<file path="src/rtl/spi_master_req_arb_pkg.sv">
// Shared types for the SPI master request arbiter: the client descriptor and the
// sequencer state encoding.
package spi_arb_pkg;

    typedef struct packed {
        logic [31:0] cmd;
        logic [31:0] addr;
        logic [5:0]  cmd_len;
        logic [5:0]  addr_len;
        logic [15:0] data_len;
        logic [15:0] dummy;
        logic [3:0]  csreg;
        logic [3:0]  op;        // {qwr, qrd, wr, rd}
    } spi_desc_t;

    localparam int DESC_W = 116;

    typedef enum logic [1:0] {
        IDLE,
        ISSUE,
        BUSY,
        DONE
    } arb_state_t;

    function automatic logic op_is_onehot(input logic [3:0] op);
        return (op != 4'b0000) && ((op & (op - 4'd1)) == 4'b0000);
    endfunction

endpackage

</file>
<file path="src/rtl/spi_master_req_arb_if.sv">
// Bundle between the arbiter and the shared SPI controller plus its TX/RX FIFOs.
// The arbiter side uses the master modport, the controller side the slave modport.
interface spi_master_req_arb_if;

    logic [31:0] spi_cmd;
    logic [31:0] spi_addr;
    logic [5:0]  spi_cmd_len;
    logic [5:0]  spi_addr_len;
    logic [15:0] spi_data_len;
    logic [15:0] spi_dummy_rd;
    logic [15:0] spi_dummy_wr;
    logic [3:0]  spi_csreg;
    logic        spi_rd;
    logic        spi_wr;
    logic        spi_qrd;
    logic        spi_qwr;
    logic        spi_swrst;
    logic [31:0] spi_data_tx;
    logic        spi_data_tx_valid;
    logic        spi_data_tx_ready;
    logic [31:0] spi_data_rx;
    logic        spi_data_rx_valid;
    logic        spi_data_rx_ready;
    logic        spi_eot;

    modport master (
        output spi_cmd, spi_addr, spi_cmd_len, spi_addr_len, spi_data_len,
        output spi_dummy_rd, spi_dummy_wr, spi_csreg,
        output spi_rd, spi_wr, spi_qrd, spi_qwr, spi_swrst,
        output spi_data_tx, spi_data_tx_valid, spi_data_rx_ready,
        input  spi_data_tx_ready, spi_data_rx, spi_data_rx_valid, spi_eot
    );

    modport slave (
        input  spi_cmd, spi_addr, spi_cmd_len, spi_addr_len, spi_data_len,
        input  spi_dummy_rd, spi_dummy_wr, spi_csreg,
        input  spi_rd, spi_wr, spi_qrd, spi_qwr, spi_swrst,
        input  spi_data_tx, spi_data_tx_valid, spi_data_rx_ready,
        output spi_data_tx_ready, spi_data_rx, spi_data_rx_valid, spi_eot
    );

endinterface

</file>
<file path="src/rtl/spi_master_req_arb_picker.sv">
// Combinational round-robin picker: first active request at or after ptr,
// scanning cyclically, as a one-hot grant plus its index.
module spi_rr_picker #(
    parameter int N     = 3,
    parameter int IDX_W = 2
) (
    input  logic [N-1:0]     req,
    input  logic [IDX_W-1:0] ptr,
    output logic [N-1:0]     gnt,
    output logic [IDX_W-1:0] idx,
    output logic             valid
);

    always_comb begin
        int k;
        gnt   = '0;
        idx   = '0;
        valid = 1'b0;
        k     = 0;
        for (int i = 0; i < N; i++) begin
            k = (int'(ptr) + i) % N;
            if (!valid && req[k]) begin
                gnt[k] = 1'b1;
                idx    = IDX_W'(k);
                valid  = 1'b1;
            end
        end
    end

endmodule

</file>
<file path="src/rtl/spi_master_req_arb.sv">
// Round-robin arbiter/sequencer sharing one SPI controller and FIFO pair among
// NUM_REQ clients. Optional busy watchdog: define SPI_ARB_TIMEOUT_EN.
module spi_master_req_arb
    import spi_arb_pkg::*;
#(
    parameter int NUM_REQ   = 3,
    parameter int TIMEOUT_W = 20
) (
    input  logic                      s_axi_aclk,
    input  logic                      s_axi_aresetn,
    input  logic [NUM_REQ-1:0]        req_i,
    input  logic [NUM_REQ*DESC_W-1:0] desc_i,
    output logic [NUM_REQ-1:0]        gnt_o,
    output logic [NUM_REQ-1:0]        ack_o,
    output logic                      err_o,
    input  logic [NUM_REQ*32-1:0]     tx_data_i,
    input  logic [NUM_REQ-1:0]        tx_valid_i,
    output logic [NUM_REQ-1:0]        tx_ready_o,
    output logic [31:0]               rx_data_o,
    output logic [NUM_REQ-1:0]        rx_valid_o,
    input  logic [NUM_REQ-1:0]        rx_ready_i,
    output logic                      busy_o,
    spi_master_req_arb_if.master      spi
);

    localparam int IDX_W = (NUM_REQ > 1) ? $clog2(NUM_REQ) : 1;

    arb_state_t         state_q, state_d;
    logic [NUM_REQ-1:0] gnt_q;
    logic [IDX_W-1:0]   owner_q;
    logic [IDX_W-1:0]   rr_ptr_q;
    logic               err_q;
    spi_desc_t          desc_q;
    spi_desc_t          sel_desc;

    logic [NUM_REQ-1:0] pick_gnt;
    logic [IDX_W-1:0]   pick_idx;
    logic               pick_valid;
    logic               load;
    logic               op_ok;
    logic               timeout_hit;

    spi_rr_picker #(
        .N     (NUM_REQ),
        .IDX_W (IDX_W)
    ) u_picker (
        .req   (req_i),
        .ptr   (rr_ptr_q),
        .gnt   (pick_gnt),
        .idx   (pick_idx),
        .valid (pick_valid)
    );

    always_comb begin
        sel_desc = '0;
        for (int k = 0; k < NUM_REQ; k++) begin
            if (pick_gnt[k]) begin
                sel_desc = desc_i[k*DESC_W +: DESC_W];
            end
        end
    end

    assign op_ok = op_is_onehot(desc_q.op);

`ifdef SPI_ARB_TIMEOUT_EN
    logic [TIMEOUT_W-1:0] wdog_q;

    // Watchdog restarts while issuing, so it counts only cycles spent in BUSY.
    always_ff @(posedge s_axi_aclk or negedge s_axi_aresetn) begin
        if (!s_axi_aresetn) begin
            wdog_q <= '0;
        end else if (state_q == ISSUE) begin
            wdog_q <= '0;
        end else if (state_q == BUSY) begin
            wdog_q <= wdog_q + TIMEOUT_W'(1);
        end
    end

    assign timeout_hit = (state_q == BUSY) && !spi.spi_eot && (wdog_q == '1);
`else
    assign timeout_hit = 1'b0;
`endif

    assign spi.spi_swrst = timeout_hit;

    always_ff @(posedge s_axi_aclk or negedge s_axi_aresetn) begin
        if (!s_axi_aresetn) begin
            state_q <= IDLE;
        end else begin
            state_q <= state_d;
        end
    end

    always_comb begin
        state_d     = state_q;
        load        = 1'b0;
        ack_o       = '0;
        err_o       = 1'b0;
        spi.spi_rd  = 1'b0;
        spi.spi_wr  = 1'b0;
        spi.spi_qrd = 1'b0;
        spi.spi_qwr = 1'b0;
        unique case (state_q)
            IDLE: begin
                if (pick_valid) begin
                    load    = 1'b1;
                    state_d = ISSUE;
                end
            end
            ISSUE: begin
                spi.spi_rd  = op_ok & desc_q.op[0];
                spi.spi_wr  = op_ok & desc_q.op[1];
                spi.spi_qrd = op_ok & desc_q.op[2];
                spi.spi_qwr = op_ok & desc_q.op[3];
                state_d     = op_ok ? BUSY : DONE;
            end
            BUSY: begin
                if (spi.spi_eot || timeout_hit) begin
                    state_d = DONE;
                end
            end
            DONE: begin
                ack_o   = gnt_q;
                err_o   = err_q;
                state_d = IDLE;
            end
            default: state_d = IDLE;
        endcase
    end

    // Grant, owner and descriptor are captured together so the config outputs
    // stay stable from ISSUE through DONE and hold their value while idle.
    always_ff @(posedge s_axi_aclk or negedge s_axi_aresetn) begin
        if (!s_axi_aresetn) begin
            gnt_q    <= '0;
            owner_q  <= '0;
            rr_ptr_q <= '0;
            err_q    <= 1'b0;
            desc_q   <= '0;
        end else begin
            if (load) begin
                gnt_q   <= pick_gnt;
                owner_q <= pick_idx;
                desc_q  <= sel_desc;
            end
            if ((state_q == ISSUE) && !op_ok) begin
                err_q <= 1'b1;
            end
            if (timeout_hit) begin
                err_q <= 1'b1;
            end
            if (state_q == DONE) begin
                gnt_q    <= '0;
                err_q    <= 1'b0;
                rr_ptr_q <= (owner_q == IDX_W'(NUM_REQ - 1)) ? '0 : owner_q + IDX_W'(1);
            end
        end
    end

    assign gnt_o  = gnt_q;
    assign busy_o = (state_q != IDLE);

    assign spi.spi_cmd      = desc_q.cmd;
    assign spi.spi_addr     = desc_q.addr;
    assign spi.spi_cmd_len  = desc_q.cmd_len;
    assign spi.spi_addr_len = desc_q.addr_len;
    assign spi.spi_data_len = desc_q.data_len;
    assign spi.spi_csreg    = desc_q.csreg;
    assign spi.spi_dummy_rd = (desc_q.op[0] | desc_q.op[2]) ? desc_q.dummy : 16'd0;
    assign spi.spi_dummy_wr = (desc_q.op[1] | desc_q.op[3]) ? desc_q.dummy : 16'd0;

    // FIFO ports follow the one-hot grant; everything is quiet with no owner.
    always_comb begin
        spi.spi_data_tx       = '0;
        spi.spi_data_tx_valid = 1'b0;
        spi.spi_data_rx_ready = 1'b0;
        tx_ready_o            = '0;
        rx_valid_o            = '0;
        rx_data_o             = '0;
        for (int k = 0; k < NUM_REQ; k++) begin
            if (gnt_q[k]) begin
                spi.spi_data_tx       = tx_data_i[k*32 +: 32];
                spi.spi_data_tx_valid = tx_valid_i[k];
                spi.spi_data_rx_ready = rx_ready_i[k];
                tx_ready_o[k]         = spi.spi_data_tx_ready;
                rx_valid_o[k]         = spi.spi_data_rx_valid;
                rx_data_o             = spi.spi_data_rx;
            end
        end
    end

endmodule

</file>
<file path="src/flat_wrapper.sv">
// flat-port wrapper written by rule: the top's interface ports become plain ports
module spi_master_req_arb_flat import spi_arb_pkg::*;
#(
    parameter int NUM_REQ   = 3,
    parameter int TIMEOUT_W = 20
)
  (s_axi_aclk, s_axi_aresetn, req_i, desc_i, gnt_o, ack_o, err_o, tx_data_i, tx_valid_i, tx_ready_o, rx_data_o, rx_valid_o, rx_ready_i, busy_o, spi_spi_cmd, spi_spi_addr, spi_spi_cmd_len, spi_spi_addr_len, spi_spi_data_len, spi_spi_dummy_rd, spi_spi_dummy_wr, spi_spi_csreg, spi_spi_rd, spi_spi_wr, spi_spi_qrd, spi_spi_qwr, spi_spi_swrst, spi_spi_data_tx, spi_spi_data_tx_valid, spi_spi_data_rx_ready, spi_spi_data_tx_ready, spi_spi_data_rx, spi_spi_data_rx_valid, spi_spi_eot);
  spi_master_req_arb_if spi_i ();
  input  logic s_axi_aclk;
  input  logic s_axi_aresetn;
  input  logic [NUM_REQ-1:0] req_i;
  input  logic [NUM_REQ*DESC_W-1:0] desc_i;
  output logic [NUM_REQ-1:0] gnt_o;
  output logic [NUM_REQ-1:0] ack_o;
  output logic err_o;
  input  logic [NUM_REQ*32-1:0] tx_data_i;
  input  logic [NUM_REQ-1:0] tx_valid_i;
  output logic [NUM_REQ-1:0] tx_ready_o;
  output logic [31:0] rx_data_o;
  output logic [NUM_REQ-1:0] rx_valid_o;
  input  logic [NUM_REQ-1:0] rx_ready_i;
  output logic busy_o;
  output wire logic [$bits(spi_i.spi_cmd)-1:0] spi_spi_cmd;
  output wire logic [$bits(spi_i.spi_addr)-1:0] spi_spi_addr;
  output wire logic [$bits(spi_i.spi_cmd_len)-1:0] spi_spi_cmd_len;
  output wire logic [$bits(spi_i.spi_addr_len)-1:0] spi_spi_addr_len;
  output wire logic [$bits(spi_i.spi_data_len)-1:0] spi_spi_data_len;
  output wire logic [$bits(spi_i.spi_dummy_rd)-1:0] spi_spi_dummy_rd;
  output wire logic [$bits(spi_i.spi_dummy_wr)-1:0] spi_spi_dummy_wr;
  output wire logic [$bits(spi_i.spi_csreg)-1:0] spi_spi_csreg;
  output wire logic [$bits(spi_i.spi_rd)-1:0] spi_spi_rd;
  output wire logic [$bits(spi_i.spi_wr)-1:0] spi_spi_wr;
  output wire logic [$bits(spi_i.spi_qrd)-1:0] spi_spi_qrd;
  output wire logic [$bits(spi_i.spi_qwr)-1:0] spi_spi_qwr;
  output wire logic [$bits(spi_i.spi_swrst)-1:0] spi_spi_swrst;
  output wire logic [$bits(spi_i.spi_data_tx)-1:0] spi_spi_data_tx;
  output wire logic [$bits(spi_i.spi_data_tx_valid)-1:0] spi_spi_data_tx_valid;
  output wire logic [$bits(spi_i.spi_data_rx_ready)-1:0] spi_spi_data_rx_ready;
  input wire logic [$bits(spi_i.spi_data_tx_ready)-1:0] spi_spi_data_tx_ready;
  input wire logic [$bits(spi_i.spi_data_rx)-1:0] spi_spi_data_rx;
  input wire logic [$bits(spi_i.spi_data_rx_valid)-1:0] spi_spi_data_rx_valid;
  input wire logic [$bits(spi_i.spi_eot)-1:0] spi_spi_eot;
  assign spi_spi_cmd = spi_i.spi_cmd;
  assign spi_spi_addr = spi_i.spi_addr;
  assign spi_spi_cmd_len = spi_i.spi_cmd_len;
  assign spi_spi_addr_len = spi_i.spi_addr_len;
  assign spi_spi_data_len = spi_i.spi_data_len;
  assign spi_spi_dummy_rd = spi_i.spi_dummy_rd;
  assign spi_spi_dummy_wr = spi_i.spi_dummy_wr;
  assign spi_spi_csreg = spi_i.spi_csreg;
  assign spi_spi_rd = spi_i.spi_rd;
  assign spi_spi_wr = spi_i.spi_wr;
  assign spi_spi_qrd = spi_i.spi_qrd;
  assign spi_spi_qwr = spi_i.spi_qwr;
  assign spi_spi_swrst = spi_i.spi_swrst;
  assign spi_spi_data_tx = spi_i.spi_data_tx;
  assign spi_spi_data_tx_valid = spi_i.spi_data_tx_valid;
  assign spi_spi_data_rx_ready = spi_i.spi_data_rx_ready;
  assign spi_i.spi_data_tx_ready = spi_spi_data_tx_ready;
  assign spi_i.spi_data_rx = spi_spi_data_rx;
  assign spi_i.spi_data_rx_valid = spi_spi_data_rx_valid;
  assign spi_i.spi_eot = spi_spi_eot;
  spi_master_req_arb #(.NUM_REQ(NUM_REQ), .TIMEOUT_W(TIMEOUT_W)) u_core (.s_axi_aclk(s_axi_aclk), .s_axi_aresetn(s_axi_aresetn), .req_i(req_i), .desc_i(desc_i), .gnt_o(gnt_o), .ack_o(ack_o), .err_o(err_o), .tx_data_i(tx_data_i), .tx_valid_i(tx_valid_i), .tx_ready_o(tx_ready_o), .rx_data_o(rx_data_o), .rx_valid_o(rx_valid_o), .rx_ready_i(rx_ready_i), .busy_o(busy_o), .spi(spi_i));
endmodule
</file>
<file path="config.mk">
export PLATFORM = sky130hd
export DESIGN_NAME = spi_master_req_arb_flat
export DESIGN_NICKNAME = d
export VERILOG_FILES = /design/src/rtl/spi_master_req_arb_pkg.sv /design/src/rtl/spi_master_req_arb_if.sv /design/src/rtl/spi_master_req_arb_picker.sv /design/src/rtl/spi_master_req_arb.sv /design/src/flat_wrapper.sv
export SDC_FILE = /design/constraint.sdc
export NUM_CORES = 1
export LEC_CHECK = 0
export CAP_MARGIN = 20
export CORE_AREA = 2 2 273 275
export DETAILED_ROUTE_END_ITERATION = 16
export DIE_AREA = 0 0 275 277
export DONT_BUFFER_PORTS = 1
export GPL_TIMING_DRIVEN = 0
export PLACE_DENSITY = 0.32
export REMOVE_ABC_BUFFERS = 1
export SKIP_LAST_GASP = 1
export SLEW_MARGIN = 10
export SYNTH_ARGS = -nofsm -noshare
export SYNTH_HDL_FRONTEND = slang
export SYNTH_HIERARCHICAL = 1
export SYNTH_SLANG_ARGS = --single-unit
</file>
<file path="constraint.sdc">
create_clock -name s_axi_aclk -period 4.7 [get_ports s_axi_aclk]
set_input_delay 0.94 -clock s_axi_aclk [delete_from_list [all_inputs] [get_ports s_axi_aclk]]
set_output_delay 0.94 -clock s_axi_aclk [all_outputs]
set_load 0.02 [all_outputs]
</file>
==> flow_metrics.tcl <==
set metrics [dict create \
    status "complete, no violations" \
    grt_start_max_net_pins 127 \
    period_share 0.825 \
    setup_viol 0 \
    power.density_nw_per_um2 967 \
    grt-ovfl-total 0 \
    p_leak_nw 3.34 \
    cp-end-kind "flop" \
    combPwrFrac 0.585 \
    pre_cts_ws_ps 790 \
    initial_core_util 0.118 \
    hold_violations 0 \
    wl_per_cell_um 24.7 \
    hold_path.class "input port to async pin" \
    yosys-top-cells-area "dfrtp_1 36%, o21ai_0 14%, a221oi_1 12%" \
    synth_area_um2 8690 \
    arrival_ps 4210 \
    clock_latency_ps 470 \
    ctsRootBufferMaster "clkbuf_16" \
    ys.flop_type "dfrtp_1" \
    fin_ws_ps 823 \
    synth-adder-area-share 0.0130 \
    die_w_um 275 \
    holdWs_ps 166 \
    avgSynthCellArea_um2 8.10 \
    synthXorXnorAreaFrac 0.00101 \
    synth_top_family_by_area "compound AO/OA/AOI/OAI gates" \
    slew_headroom 0.181 \
    synthArstFlopShare 1.00 \
    firstDrtPassIters 4 \
    postSynthCellCount 1073 \
    slew_violations 0 \
    seq_power_share 0.263 \
    die_height_um 277 \
    die_area_um2 76200 \
    drive_gt1_frac 0.0787 \
    synthSimpleGateAreaFrac 0.148 \
    pin_count 703 \
    mostFrequentLayoutCell "o21ai_0" \
    synthDistinctLibCells 49 \
    yosysTopAreaCell "dfrtp_1" \
    core_um2 73600 \
    path_clk_slew_ps 70 \
    holdBufCountCts 0 \
    ys_ff_latch 126 \
    numCtsBuffers 17 \
    layout_common_cells "236 x o21ai_0, 164 x nand2_1, 124 x dfrtp_1, 116 x a221oi_1, 67 x nor2b_1" \
    synth_compound_area_frac 0.327 \
    avgViaCountPerCell 4.18 \
    hpwl_um 38300 \
    cts_resized 0 \
    swShare 0.559 \
    gp_congestion 0.835 \
    grt_usage 0.118 \
    drv_cap 0 \
    grt_pass1_wl_um 62100 \
    areaGrowthSynthToFinish_pct 13.8 \
    start_kind "flop" \
    peakVddDrop_v 0.000662 \
    io_buffers 0 \
    worst_pin_slew_ps 1220 \
    rsz0062_at_grt "false" \
    dr_total_vias 8003 \
    yosysWarnings 6 \
    grt_pass1_vias 7842 \
    synth_seq_area_share 0.363 \
    tritoncts "built" \
    fmax_ghz 0.258 \
    nets 1414 \
    path_class "flop to flop" \
    required_ps 5030 \
    fin_crit_ps 3880 \
    cts.sink_count 126 \
    drc 0 \
    synth_edf_count 0 \
    rows 100 \
    ant_nets 0 \
    antenna_found_initial 37 \
    power.share.clock 0.152 \
    synth_top_area_frac 0.363 \
    cts_buffer_depth 2 \
    synthMuxAreaShare 0.00763 \
    first_iter_violations 447 \
    r2r_cells 11 \
    drt_wl_total_um 47200 \
    fin_skew_ps 19.1 \
    final_util 0.134 \
    intPower_mw 4.21 \
    p_switching_mw 5.35 \
    htreeDepth 4 \
    post_cts_buffers 0 \
    worstPathMaxFanout 45 \
]
sequential cells by signal, indices dropped and copies added, names as in the netlist:
name                     flops
u_core/spi.spi_cmd_len       6
u_core/spi.spi_addr_len      6
u_core/owner_q               2
u_core/spi.spi_data_len     16
u_core/spi.spi_addr         32
u_core/desc_q               20
u_core/spi.spi_cmd          32
u_core/rr_ptr_q              2
u_core/gnt_o                 3
u_core/spi.spi_csreg         4
u_core/err_q                 1
u_core/state_q               2
metal layers:
metal / vias to the layer above / track usage / routed length [µm]
li1: 3499 / - / -
met1: 3854 / 0.107 / 15100
met2: 540 / 0.224 / 25600
met3: 108 / 0.0331 / 3570
met4: 2 / 0.0761 / 3000
met5: - / 0 / 16
logic make-up after synthesis:
kind of cell    after synthesis
compound gates              447
xor+xnor                      1
fa+ha+maj                     9
buf+inv                     211
flops                       126
mux                           4
other cells                   1
simple gates                274
synthesized netlist by cell type, types with 3 or more instances:
cell type and number:
nand2_1 165, nand2b_1 4, nand3_1 3, nor3b_1 3, dfrtp_1 126, and2_1 11
nor3_1 4, a22oi_1 33, a21oi_1 11, nor2_1 10, buf_2 29, a221oi_1 116
buf_1 4, nor2b_1 69, ha_1 9, clkbuf_1 66, o21ai_0 238, o21ai_1 29
inv_1 11, buf_4 97
power by group through the flow:
stage	combinational [mW]	sequential, mW	clock (mW)
detailed placement	5.59	2.54	0
CTS	5.58	2.54	1.55
finish	5.59	2.51	1.45
global route	6.12	2.59	1.59
floorplan	3.74	2.31	0
global placement	4.58	2.57	0
worst max-delay path, stage by stage, from the launching register on:
cell      delay [ps]
dfrtp_1          400
inv_1             80
ha_1             490
inv_1            130
a21oi_1          170
o211ai_1         210
a21oi_4          740
nor2b_4          300
buf_16           250
buf_12           180
a221oi_1         630
o21ai_1          140
per-stage QoR:
step | instance area (µm²) | cells | setup TNS (ps) | total power, mW
2_1_floorplan | 7520 | 874 | -759100 | 6.05
3_3_place_gp | 8730 | 1843 | -2158850 | 7.15
3_5_place_dp | 9230 | 1865 | 0 | 8.13
4_1_cts | 9840 | 1897 | 0 | 9.67
5_1_grt | 9880 | 1912 | 0 | 10.3
6_report | 9890 | 1914 | 0 | 9.56
final timing paths:
check	from	end	slack (ps)
min in group s_axi_aclk	u_core/owner_q[1]	u_core/owner_q[1]	480
max reg2reg	u_core/rr_ptr_q[0]	u_core/spi.spi_cmd[25]	820
max in group asynchronous	s_axi_aresetn	u_core/desc_q[2]	4250
min reg2reg	u_core/owner_q[1]	u_core/owner_q[1]	480
max	u_core/rr_ptr_q[0]	u_core/spi.spi_cmd[25]	820
min	s_axi_aresetn	u_core/spi.spi_data_len[12]	170
final cells by class:
cell class / instances / area [µm²]
fillers: 8474 / 63700
flip-flops and latches: 126 / 3160
repair buffers: 22 / 434
clock inverters: 14 / 173
inverters: 12 / 47.5
clock buffers: 18 / 439
well taps: 969 / 1210
diodes: 17 / 42.5
multi-input cells: 736 / 4380
(Power assumes the default switching activity.)
